### src/rtl/gen_arbiter.sv
`default_nettype none
// ============================================================================
//  Module      : gen_arbiter
//  Description : Three-requester round-robin arbiter with grant lock.
//                A granted requester keeps the grant while it holds its
//                request; on release the grant rotates directly to the next
//                pending requester. Grants are decoded from a state register.
//  Revision    : 1.0  initial release
// ============================================================================
module gen_arbiter (
  input  logic clk,
  input  logic res_n,
  input  logic req0,
  input  logic req1,
  input  logic req2,
  output logic grant0,
  output logic grant1,
  output logic grant2
);

  typedef enum logic [1:0] {
    S_IDLE = 2'd0,
    S_G0   = 2'd1,
    S_G1   = 2'd2,
    S_G2   = 2'd3
  } state_t;

  // Pointer value that makes requester 0 the first in rotation order.
  localparam logic [1:0] C_LAST_RESET = 2'd2;

  state_t     state_q, state_d;
  logic [1:0] last_q, last_d;

  logic [2:0] w_req;
  logic       w_any;
  logic       w_hold;
  logic [1:0] w_pick;

  assign w_req = {req2, req1, req0};
  assign w_any = |w_req;

  // First pending requester in rotation order after the last-granted one.
  // While in GN the pointer equals N, so this also yields the handover target.
  always_comb begin
    w_pick = 2'd0;
    case (last_q)
      2'd0: begin
        if (w_req[1])      w_pick = 2'd1;
        else if (w_req[2]) w_pick = 2'd2;
        else               w_pick = 2'd0;
      end
      2'd1: begin
        if (w_req[2])      w_pick = 2'd2;
        else if (w_req[0]) w_pick = 2'd0;
        else               w_pick = 2'd1;
      end
      default: begin
        if (w_req[0])      w_pick = 2'd0;
        else if (w_req[1]) w_pick = 2'd1;
        else               w_pick = 2'd2;
      end
    endcase
  end

  // Current holder still requesting: grant is locked.
  always_comb begin
    w_hold = 1'b0;
    case (state_q)
      S_G0:    w_hold = w_req[0];
      S_G1:    w_hold = w_req[1];
      S_G2:    w_hold = w_req[2];
      default: w_hold = 1'b0;
    endcase
  end

  // Next-state and pointer update: lock, rotate, or fall back to idle.
  always_comb begin
    state_d = state_q;
    last_d  = last_q;
    if (w_hold) begin
      state_d = state_q;
    end else if (w_any) begin
      last_d = w_pick;
      case (w_pick)
        2'd0:    state_d = S_G0;
        2'd1:    state_d = S_G1;
        default: state_d = S_G2;
      endcase
    end else begin
      state_d = S_IDLE;
    end
  end

  // State and pointer registers; reset clears grants without a clock edge.
  always_ff @(posedge clk or negedge res_n) begin
    if (!res_n) begin
      state_q <= S_IDLE;
      last_q  <= C_LAST_RESET;
    end else begin
      state_q <= state_d;
      last_q  <= last_d;
    end
  end

  assign grant0 = (state_q == S_G0);
  assign grant1 = (state_q == S_G1);
  assign grant2 = (state_q == S_G2);

endmodule
`default_nettype wire

### config.mk
export PLATFORM = sky130hd
export DESIGN_NAME = gen_arbiter
export DESIGN_NICKNAME = d
export VERILOG_FILES = /design/src/rtl/gen_arbiter.sv
export SDC_FILE = /design/constraint.sdc
export NUM_CORES = 1
export LEC_CHECK = 0
export CORE_AREA = 2 2 39 41
export DETAILED_ROUTE_END_ITERATION = 16
export DIE_AREA = 0 0 41 43
export PLACE_DENSITY = 0.48
export RECOVER_POWER = 25
export SYNTH_ARGS = -nofsm -noshare
export SYNTH_HDL_FRONTEND = slang
export SYNTH_SLANG_ARGS = --single-unit
### constraint.sdc
create_clock -name clk -period 1.45 [get_ports clk]
set_input_delay 0.2175 -clock clk [delete_from_list [all_inputs] [get_ports clk]]
set_output_delay 0.2175 -clock clk [all_outputs]
set_load 0.01 [all_outputs]
Word-level counts from Yosys, hierarchy flattened
Index checks and enable logic that the tools add are counted.
W data, S select, Z words.
{"block": "classes", "n_addsub": 0, "n_mul": 0, "div_mod_pow": 0, "order_cmp": 0, "eq_ne": 5, "shift": 0, "n_mux": 10, "bitwise_logic": 1, "n_reduce_logical": 4}
{"op": "$mux W2", "n": 6}
{"op": "$pmux W2 S2", "n": 2}
{"op": "$eq A2 B1 Y1 const B", "n": 3}
{"op": "$eq A2 B2 Y1 const B", "n": 2}
{"op": "$logic_not A2 Y1", "n": 2}
{"op": "$pmux W1 S3", "n": 1}
{"op": "$reduce_or A3 Y1", "n": 1}
{"op": "$reduce_and A2 Y1", "n": 1}
{"op": "$mux W1", "n": 1}
{"op": "$not A1 Y1", "n": 1}
{"block": "totals", "regBits": 4, "latchBits": 0, "ram_bits": 0, "romBits": 0, "out_inout_bits": 3, "memories": 0}

Depth between registers and ports, before layout
{"block": "logic_depth", "depth_word": 6, "mapped_depth": 5}

Least setup slack after synthesis
No wires, ideal clock.
{"block": "synth_path", "path_kind": "reg2reg", "startpoint": "reg state_q[1]", "endpoint": "reg last_q[1]", "arrival_ns": 1.375, "required_ns": 1.368, "slack_ns": -0.007, "stages_incl_launch_ff": 5, "path_buffers": 0, "synth_period_minus_slack_ns": 1.457, "cell_sequence": "dfrtp_1 and2_1 a32o_2 or2_1 a211o_1"}
{"block": "synth_via", "elab_chain_cells": 4}
{"element": "start, declared", "line_no": "31", "source": "state_t state_q, state_d;"}
{"element": "start signal, assigned", "line_no": "100", "source": "state_q <= state_d;"}
{"element": "$eq A2 B2 Y1"}
{"element": "net grant2", "line_no": "18", "source": "output logic grant2"}
{"element": "$pmux W1 S3", "line_no": "68", "source": "case (state_q)"}
{"element": "$not A1 Y1 (no source line)"}
{"element": "$reduce_and A2 Y1 (no source line)"}
{"element": "end signal, assigned", "line_no": "101", "source": "last_q <= last_d;"}
{"element": "end, declared", "line_no": "32", "source": "logic [1:0] last_q, last_d;"}
The timed path passes the listed nets, and every way through them passes these cells.
A chain may end at the register's enable or synchronous reset.

Final worst setup path
{"block": "layout_path", "startpoint": "reg state_q[0]", "endpoint": "reg last_q[1]"}
{"block": "layout_via", "elab_chain_cells": 4}
{"element": "$eq A2 B2 Y1 or $eq A2 B1 Y1 (tied branches)", "line_no": "68"}
{"element": "$pmux W1 S3 (*)", "line_no": "68"}
{"element": "$not A1 Y1 (no source line) (*)"}
{"element": "$reduce_and A2 Y1 (no source line) (*)"}
Every way passes the cells marked *; elsewhere a longest branch is shown, timed or not.

==> metrics <==
worst rel slew slack=0.723; Power Density=1820 nW/um^2; Placed Instances=71; static leakage=0.256 nW; Startpoint Class=flop; Max Cap Viol=0; final slew viol count=0; Reg power frac=0.243; vias in the first global route=370; largest cells by area after synthesis=dfrtp_1 22%, dfstp_2 7.6%, nor3_1 7.2%; largest net degree at the start of global routing=8; Starting Density=0.250; ys flop type=dfrtp_1; sequential area share after synthesis=0.292; CP endpoint kind=flop; status=completed; Distinct cells, synth=27; worst endpoint data arrival time=1.60 ns; CTS sink count=4; core area=1380 sq um; Routed WL=850 microns; Slew @ Worst Pin=0.409 ns; vias=370; Post-synth ARST share=1.00; hold_ws=0.246 ns; DP HPWL=623 microns; Yosys reg bits=4; f_max=691 MHz; WL per Instance=11.0 microns; clock share of power=0.155; CTS buffer count=3; EDFF count, synth=0; Mapped Nets=47; share of cells above drive strength 1=0.377; P_sw=0.000359 W; WS Path Type=flop to flop; TritonCTS clock tree=built; worst clock skew=0.0111 ns; DP Worst Slack=-0.374 ns; most frequent cell after synthesis=nor3_1; Initial DRT Pass Iterations=3; syn avg cell area=8.25 sq um; share of the synthesized area in the top cell type=0.217; Synth Warn #=0; Int Power=0.000630 W; Cells after Synth=42; initial antenna violation count=0; post-route ant nets=0; Synth Cell Area=347 sq um; setup violators final=0; post-route insts no fill=77; # diodes=0; die area=1760 sq um; H-tree depth=1; HP Class=primary input to async pin; total power=0.000990 W; VDD IR max=0.000597 V; fin worst setup slack=0.00289 ns; Overall Global Routing Usage=0.127; CP Max Fanout=5; Max Buffers Root-to-Sink=2; CP required=1.60 ns; first-pass GRT wire length=1.49 mm; gpl congestion=0.779; final hold violations=0; period utilisation layout=0.998; final net count=67; clk_lat worst skew=0.24 ns; Min Clock Period, post-route=1.45 ns; Logic pwr share=0.602; Yosys top cell by area=dfrtp_1; Via-to-Cell Ratio=4.81; hold_buf cts=0; clk root buf=clkbuf_4; Starting DRT DRC Count=4; num rows=14; Buffers on Ports=7; die height=43 microns; top post-synthesis cells by count=5 x nor3_1, 4 x o21ai_0, 3 x dfrtp_1, 3 x nor2_1; Post-Route Setup TNS=0 ns; GRT overflow=0; chip width=41 microns; io pins=8; Area Overhead vs Synth=57.0%; sw frac=0.363; clk slew on worst S/H paths=0.04 ns; residual DRC count=0; RSZ-0062 raised after global routing=true
==> power by group through the flow <==
| stage | clock network [W] | logic [W] | registers [W] |
|---|---|---|---|
| 2_1_floorplan | 0 | 0.000285 | 0.000241 |
| 3_3_place_gp | 0 | 0.000519 | 0.000255 |
| 3_5_place_dp | 0 | 0.000515 | 0.000251 |
| 4_1_cts | 0.000160 | 0.000549 | 0.000242 |
| 5_1_grt | 0.000174 | 0.000659 | 0.000251 |
| 6_report | 0.000153 | 0.000596 | 0.000241 |
==> kinds of logic after synthesis <==
group / Yosys count / share of synthesized area
mux: 2 / 0.0614
buf+inv: 5 / 0.0903
compound gates: 14 / 0.300
flops: 4 / 0.292
simple gates: 17 / 0.256
==> worst paths after layout <==
path                                          end                    from  cells past startpoint  slack [ns]
setup reg to reg            last_q[1]$_DFFE_PN1P_  state_q[0]$_DFFE_PN0N_                      5       0.003
hold reg to reg            state_q[1]$_DFFE_PN0N_  state_q[1]$_DFFE_PN0N_                      3        0.64
setup / recovery            last_q[1]$_DFFE_PN1P_  state_q[0]$_DFFE_PN0N_                      5       0.003
min in group clk           state_q[1]$_DFFE_PN0N_                    req1                      5        0.56
hold / removal             state_q[0]$_DFFE_PN0N_                   res_n                      1        0.25
max in group asynchronous   last_q[1]$_DFFE_PN1P_                   res_n                      1        0.95
==> timing repair <==
item / 4_1_cts / 5_1_grt
gates resized for setup: 6 / 6
setup buffers: 2 / 0
pin swaps: 0 / 3
setup endpoints to repair: 6 / 3
cloned: 0 / 0
==> critical path, cell delays in order (launching register included) <==
cell	delay, ns
dfrtp_1	0.40
buf_6	0.12
nand2b_1	0.05
a32o_2	0.28
or2_4	0.26
a211o_1	0.26
==> cell type report <==
cell class              count  area, sq um
repair buffers             18          158
clock buffers               4         26.3
well taps                  16         20.0
flip-flops and latches      4          103
inverters                   2         7.51
fillers                   142          840
multi-input cells          33          230
==> cell usage in the layout, fill, tap and decap left out, types with 2 or more instances in the layout <==
master	Yosys	routed
dfrtp_1	3	2
nand2b_1	2	2
clkbuf_4	0	3
buf_6	1	2
buf_4	1	9
nor3_1	5	5
dlygate4sd2_1	0	4
nor2b_1	2	2
o21ai_0	4	4
inv_1	2	2
nand2_1	2	2
nor2_1	3	3
==> stage by stage <==
step,area [sq um],utilization
floorplan,349,-
global placement,483,0.349
detailed placement,483,0.349
CTS,524,0.379
global route,544,0.393
finish,544,0.393
==> state kept, by name (all words and copies together), names as in the netlist <==
name and flops:
state_q 2, last_q 2
==> routing by layer <==
metal / track usage / part of all wire
met5: 0 / 0
met4: 0.0400 / 0
met3: 0.0628 / 0.049
met2: 0.197 / 0.49
met1: 0.146 / 0.46
No activity file was read; power rests on OpenSTA's default activity.
